File: config.mk
export PLATFORM = sky130hd
export DESIGN_NAME = pipeline_stall_ctrl_flat
export DESIGN_NICKNAME = d
export VERILOG_FILES = /design/src/rtl/pipeline_stall_ctrl_if.sv /design/src/rtl/pipeline_stall_ctrl.sv /design/src/flat_wrapper.sv
export SDC_FILE = /design/constraint.sdc
export NUM_CORES = 1
export LEC_CHECK = 0
export CAP_MARGIN = 20
export CORE_AREA = 2 2 77 135
export CTS_BUF_LIST = sky130_fd_sc_hd__clkbuf_2 sky130_fd_sc_hd__clkbuf_4 sky130_fd_sc_hd__clkbuf_8
export DETAILED_ROUTE_END_ITERATION = 8
export DIE_AREA = 0 0 79 137
export PLACE_DENSITY = 0.68
export REMOVE_ABC_BUFFERS = 1
export SYNTH_ARGS = -nofsm -noshare
export SYNTH_HDL_FRONTEND = slang
export SYNTH_SLANG_ARGS = --single-unit
File: constraint.sdc
create_clock -name clk -period 6.65 [get_ports clk]
set_clock_uncertainty 0.05 [all_clocks]
set_input_delay 1.33 -clock clk [delete_from_list [all_inputs] [get_ports clk]]
set_output_delay 1.33 -clock clk [all_outputs]
set_load 0.01 [all_outputs]
File: src/rtl/pipeline_stall_ctrl_if.sv
// Hazard/stall handshake between the pipeline datapath and the stall controller.
// The datapath drives the requests (master); the controller answers with enables and statistics (slave).
interface pipeline_stall_ctrl_if #(
    parameter int CNT_W = 32
);
    logic             hazard_req;
    logic             branch_taken;
    logic             dmem_busy;
    logic             pc_write;
    logic             if_id_write;
    logic             if_id_flush;
    logic             id_ex_bubble;
    logic             mem_freeze;
    logic             stall_active;
    logic             mem_timeout;
    logic [CNT_W-1:0] stall_cycles;
    logic [CNT_W-1:0] flush_count;

    modport master (
        output hazard_req, branch_taken, dmem_busy,
        input  pc_write, if_id_write, if_id_flush, id_ex_bubble, mem_freeze,
        input  stall_active, mem_timeout, stall_cycles, flush_count
    );

    modport slave (
        input  hazard_req, branch_taken, dmem_busy,
        output pc_write, if_id_write, if_id_flush, id_ex_bubble, mem_freeze,
        output stall_active, mem_timeout, stall_cycles, flush_count
    );
endinterface

File: src/rtl/pipeline_stall_ctrl.sv
// Load-use / branch / memory-wait stall controller for a 5-stage MIPS pipeline.
// Control outputs are combinational from state and requests; state and statistics are registered.
module pipeline_stall_ctrl #(
    parameter int LOAD_STALL_CYCLES = 1,
    parameter int MAX_MEM_WAIT      = 15,
    parameter int CNT_W             = 32
) (
    input logic                  clk,
    input logic                  rst,
    pipeline_stall_ctrl_if.slave bus
);
    localparam int LCNT_W = (LOAD_STALL_CYCLES > 1) ? $clog2(LOAD_STALL_CYCLES) : 1;
    localparam int WCNT_W = $clog2(MAX_MEM_WAIT + 1);

    typedef enum logic [1:0] {
        ST_RUN    = 2'd0,
        ST_LSTALL = 2'd1,
        ST_MWAIT  = 2'd2
    } state_t;

    state_t             state_reg, state_next;
    state_t             resume_reg, resume_next;
    state_t             eff_state;
    logic [LCNT_W-1:0]  lcnt_reg, lcnt_next;
    logic [WCNT_W-1:0]  wcnt_reg, wcnt_next;
    logic               timeout_reg, timeout_next;
    logic [CNT_W-1:0]   stall_cnt_reg;
    logic [CNT_W-1:0]   flush_cnt_reg;

    logic pc_write_c, if_id_write_c, if_id_flush_c, id_ex_bubble_c, mem_freeze_c;

    always_comb begin
        state_next     = state_reg;
        resume_next    = resume_reg;
        lcnt_next      = lcnt_reg;
        wcnt_next      = wcnt_reg;
        pc_write_c     = 1'b1;
        if_id_write_c  = 1'b1;
        if_id_flush_c  = 1'b0;
        id_ex_bubble_c = 1'b0;
        mem_freeze_c   = 1'b0;

        // Leaving MWAIT behaves as if the saved state were current this very cycle.
        eff_state = (state_reg == ST_MWAIT) ? resume_reg : state_reg;

        if (bus.dmem_busy) begin
            pc_write_c    = 1'b0;
            if_id_write_c = 1'b0;
            mem_freeze_c  = 1'b1;
            if (state_reg != ST_MWAIT) begin
                resume_next = state_reg;
                state_next  = ST_MWAIT;
                wcnt_next   = WCNT_W'(1);
            end else if (wcnt_reg != WCNT_W'(MAX_MEM_WAIT)) begin
                wcnt_next = wcnt_reg + WCNT_W'(1);
            end
        end else if (bus.branch_taken) begin
            if_id_flush_c  = 1'b1;
            id_ex_bubble_c = 1'b1;
            state_next     = ST_RUN;
        end else if (eff_state == ST_LSTALL) begin
            pc_write_c     = 1'b0;
            if_id_write_c  = 1'b0;
            id_ex_bubble_c = 1'b1;
            if (lcnt_reg == LCNT_W'(1)) begin
                state_next = ST_RUN;
            end else begin
                state_next = ST_LSTALL;
                lcnt_next  = lcnt_reg - LCNT_W'(1);
            end
        end else begin
            state_next = ST_RUN;
            if (bus.hazard_req) begin
                pc_write_c     = 1'b0;
                if_id_write_c  = 1'b0;
                id_ex_bubble_c = 1'b1;
                if (LOAD_STALL_CYCLES > 1) begin
                    state_next = ST_LSTALL;
                    lcnt_next  = LCNT_W'(LOAD_STALL_CYCLES - 1);
                end
            end
        end

        timeout_next = timeout_reg | (bus.dmem_busy && (wcnt_next == WCNT_W'(MAX_MEM_WAIT)));

        if (rst) begin
            pc_write_c     = 1'b1;
            if_id_write_c  = 1'b1;
            if_id_flush_c  = 1'b0;
            id_ex_bubble_c = 1'b0;
            mem_freeze_c   = 1'b0;
        end
    end

    always_ff @(posedge clk) begin
        if (rst) begin
            state_reg     <= ST_RUN;
            resume_reg    <= ST_RUN;
            lcnt_reg      <= '0;
            wcnt_reg      <= '0;
            timeout_reg   <= 1'b0;
            stall_cnt_reg <= '0;
            flush_cnt_reg <= '0;
        end else begin
            state_reg   <= state_next;
            resume_reg  <= resume_next;
            lcnt_reg    <= lcnt_next;
            wcnt_reg    <= wcnt_next;
            timeout_reg <= timeout_next;
            if (!pc_write_c && (stall_cnt_reg != '1))
                stall_cnt_reg <= stall_cnt_reg + CNT_W'(1);
            if (if_id_flush_c && (flush_cnt_reg != '1))
                flush_cnt_reg <= flush_cnt_reg + CNT_W'(1);
        end
    end

    assign bus.pc_write     = pc_write_c;
    assign bus.if_id_write  = if_id_write_c;
    assign bus.if_id_flush  = if_id_flush_c;
    assign bus.id_ex_bubble = id_ex_bubble_c;
    assign bus.mem_freeze   = mem_freeze_c;
    assign bus.stall_active = ~pc_write_c;
    assign bus.mem_timeout  = timeout_reg;
    assign bus.stall_cycles = stall_cnt_reg;
    assign bus.flush_count  = flush_cnt_reg;
endmodule

File: src/flat_wrapper.sv
// flat-port wrapper written by rule: the top's interface ports become plain ports
module pipeline_stall_ctrl_flat 
#(
    parameter int LOAD_STALL_CYCLES = 1,
    parameter int MAX_MEM_WAIT      = 15,
    parameter int CNT_W             = 32
)
  (clk, rst, bus_hazard_req, bus_branch_taken, bus_dmem_busy, bus_pc_write, bus_if_id_write, bus_if_id_flush, bus_id_ex_bubble, bus_mem_freeze, bus_stall_active, bus_mem_timeout, bus_stall_cycles, bus_flush_count);
  pipeline_stall_ctrl_if #(.CNT_W(CNT_W)) bus_i ();
  input logic clk;
  input logic rst;
  input wire logic [$bits(bus_i.hazard_req)-1:0] bus_hazard_req;
  input wire logic [$bits(bus_i.branch_taken)-1:0] bus_branch_taken;
  input wire logic [$bits(bus_i.dmem_busy)-1:0] bus_dmem_busy;
  output wire logic [$bits(bus_i.pc_write)-1:0] bus_pc_write;
  output wire logic [$bits(bus_i.if_id_write)-1:0] bus_if_id_write;
  output wire logic [$bits(bus_i.if_id_flush)-1:0] bus_if_id_flush;
  output wire logic [$bits(bus_i.id_ex_bubble)-1:0] bus_id_ex_bubble;
  output wire logic [$bits(bus_i.mem_freeze)-1:0] bus_mem_freeze;
  output wire logic [$bits(bus_i.stall_active)-1:0] bus_stall_active;
  output wire logic [$bits(bus_i.mem_timeout)-1:0] bus_mem_timeout;
  output wire logic [$bits(bus_i.stall_cycles)-1:0] bus_stall_cycles;
  output wire logic [$bits(bus_i.flush_count)-1:0] bus_flush_count;
  assign bus_i.hazard_req = bus_hazard_req;
  assign bus_i.branch_taken = bus_branch_taken;
  assign bus_i.dmem_busy = bus_dmem_busy;
  assign bus_pc_write = bus_i.pc_write;
  assign bus_if_id_write = bus_i.if_id_write;
  assign bus_if_id_flush = bus_i.if_id_flush;
  assign bus_id_ex_bubble = bus_i.id_ex_bubble;
  assign bus_mem_freeze = bus_i.mem_freeze;
  assign bus_stall_active = bus_i.stall_active;
  assign bus_mem_timeout = bus_i.mem_timeout;
  assign bus_stall_cycles = bus_i.stall_cycles;
  assign bus_flush_count = bus_i.flush_count;
  pipeline_stall_ctrl #(.LOAD_STALL_CYCLES(LOAD_STALL_CYCLES), .MAX_MEM_WAIT(MAX_MEM_WAIT), .CNT_W(CNT_W)) u_core (.clk(clk), .rst(rst), .bus(bus_i));
endmodule
==> results.sh <==
export IMPL_status="complete, no violations"
export IMPL_path_max_fanout=15
export IMPL_ys_async_sr_fraction_pct=0
export IMPL_finalHoldViolations=0
export IMPL_period_needed_ns=4.85
export IMPL_ys_ff_latch=74
export IMPL_synthDistinctLibCells=67
export IMPL_cts_made_buffers=9
export IMPL_die_area_um2=10800
export IMPL_rsz0062_at_grt="false"
export IMPL_stdcell_count=647
export IMPL_worstSkewPairLatency_ns=0.36
export IMPL_clk_pin_slew_worst_paths_ns=0.09
export IMPL_rows=48
export IMPL_end_kind="output port"
export IMPL_synth_area_leaders="dfxtp_1 39%, a21oi_1 5.4%, or3_1 4.3%"
export IMPL_cellInternalPower_w=0.000657
export IMPL_antenna_found_initial=0
export IMPL_timing_setup_tns_ns=0
export IMPL_h_tree_depth=3
export IMPL_grt_max_degree=63
export IMPL_nNetsFinal=525
export IMPL_vdd_drop_max_mv=0.145
export IMPL_die_w_um=79
export IMPL_stdcell_area_um2=4850
export IMPL_post_cts_buffers=0
export IMPL_whs_ns=0.389
export IMPL_post_cts_resize_count=0
export IMPL_fin_crit_sh_pct=72.9
export IMPL_path_buf_inv=3
export IMPL_portBuffers=75
export IMPL_setup_violations=0
export IMPL_slew_headroom_pct=42.1
export IMPL_worstSetupPathType="in2out"
export IMPL_hold_path_class="reg2reg"
export IMPL_grt_usage_pct=18.7
export IMPL_slowest_delay_ns=0.83
export IMPL_grt_pass1_wl_um=16200
export IMPL_start_util_pct=39.3
export IMPL_num_vias=3662
export IMPL_placed_cells=630
export IMPL_worstMarginPinSlew_ns=0.861
export IMPL_cap_violations=0
export IMPL_routedWlPerCell_um=15.2
export IMPL_ys_flop_type="dfxtp_1"
export IMPL_leakagePower_nw=1.49
export IMPL_coreArea_um2=9730
export IMPL_via_per_inst=5.66
export IMPL_fin_total_pwr_w=0.000859
export IMPL_cpMaxStageDelayCell="clkdlybuf4s50_1"
export IMPL_drv_slew=0
export IMPL_start_kind="primary input"
export IMPL_place_hpwl_um=7200
export IMPL_multiInputGateArea_um2=2190
export IMPL_synth_edff_count=0
export IMPL_crit_arrival_ns=3.47
export IMPL_die_h_um=137
export IMPL_drtAntennaViolNets=0
export IMPL_overflow=0
export IMPL_seqPwrFrac_pct=52.2
export IMPL_crit_chain="clkdlybuf4s50_1, nor2_1, a311o_1, inv_2, clkdlybuf4s50_1"
export IMPL_cts_num_sinks=74
export IMPL_cts_buffer_depth=2
export IMPL_grt_pass1_vias=3570
export IMPL_holdBufCountCts=0
export IMPL_drc=0
export IMPL_gp_congestion=0.835
export IMPL_synth_area_per_cell_um2=8.50
export IMPL_timing_fmax_mhz=206
export IMPL_ios=76
export IMPL_power_switching_w=0.000202
export IMPL_synth_sequential_area_ratio_pct=38.7
export IMPL_cp_data_required_time_ns=5.27
export IMPL_syn_area_um2=3830
export IMPL_root_buffer="clkbuf_8"
export IMPL_synth_top_area_share_pct=38.7
export IMPL_drtIter0Drc=131
export IMPL_p_sw_share_pct=23.5
export IMPL_yosys_area_top_type="dfxtp_1"
export IMPL_ys_warn_count=0
export IMPL_routed_wl_um=9810
export IMPL_combPwrFrac_pct=4.3
export IMPL_register_area_um2=1480
export IMPL_synthCells=450
export IMPL_clockPowerShare_pct=43.5
export IMPL_cts_tree="yes"
export IMPL_area_growth_pct=26.8
export IMPL_antenna_cells=0
export IMPL_firstDrtPassIters=4
export IMPL_fill_cells=981
export IMPL_place_area_um2=4640
export IMPL_cp_top_family="buffers and inverters"
export IMPL_p_per_area_nw_per_um2=177
export IMPL_layout_drive_gt1_share_pct=8.43
export IMPL_cpMostUsedCell="clkdlybuf4s50_1"
## path summary, 6_finish.rpt
kind / start / to / slack [ns] / cells past startpoint
worst min register to register: u_core.lcnt_reg / u_core.state_reg[0] / 0.39 / 1
worst min-delay path: u_core.lcnt_reg / u_core.state_reg[0] / 0.39 / 1
worst max-delay path: bus_dmem_busy / bus_stall_active / 1.80 / 5
worst max register to register: u_core.bus.stall_cycles[0] / u_core.bus.stall_cycles[23] / 3.99 / 6
## layout make-up
class	instances	share of cell area, %
multi-input combinational	342	45.2
sequential	74	30.5
timing repair buffer	78	15.8
clock buffer	12	3.27
tap	125	3.22
clock inverter	4	1.03
inverter	12	0.928
## cells in the mapped netlist (10+ instances only)
library cell	instances
dfxtp_1	74
a21oi_1	41
nor2_1	41
o21ai_0	27
nand2_1	26
or3_1	26
nand3_1	24
nand4_1	15
nor2b_1	13
clkbuf_1	12
inv_1	11
o31ai_1	10
or4_1	10
## stage by stage
stage	utilization, %	worst slack, ns
global placement	47.7	1.84
detailed placement	47.7	1.80
floorplan	-	3.21
finish	49.9	1.80
global route	49.9	1.66
CTS	49.8	1.79
## power by group through the flow
stage / combinational (W) / sequential (W) / clock (W)
final: 0.0000369 / 0.000449 / 0.000374
after global routing: 0.0000407 / 0.000449 / 0.000401
after CTS: 0.0000373 / 0.000449 / 0.000385
after detailed placement: 0.0000371 / 0.000459 / 0
after global placement: 0.0000363 / 0.000459 / 0
after floorplan: 0.0000146 / 0.000459 / 0
## cells by family after synthesis
| kind of cell | share of synthesized area [%] |
|---|---|
| AOI/OAI and AO/OA | 17.7 |
| xor gates and xnor gates | 2.98 |
| adders and majority gates | 0.981 |
| buffers and inverters | 3.92 |
| DFF | 38.7 |
| muxes | 3.24 |
| and+or+nand+nor | 32.5 |
## per-layer routing
| layer | part of all wire [%] | global-route usage, % | wire [um] |
|---|---|---|---|
| met1 | 38 | 18.6 | 3680 |
| met2 | 54 | 35.2 | 5310 |
| met5 | 0 | 0 | 0 |
| met3 | 4.7 | 3.69 | 463 |
| met4 | 3.7 | 10.4 | 361 |
## cell usage in the layout, fill, tap and decap left out, types with 13 or more instances in the layout
master            n
a21oi_1          41
clkdlybuf4s50_1  74
dfxtp_1          74
nand2_1          26
nand3_1          24
nand4_1          15
nor2_1           41
nor2b_1          13
o21ai_0          27
or3_1            26
Power figures use the tool's default switching activity.
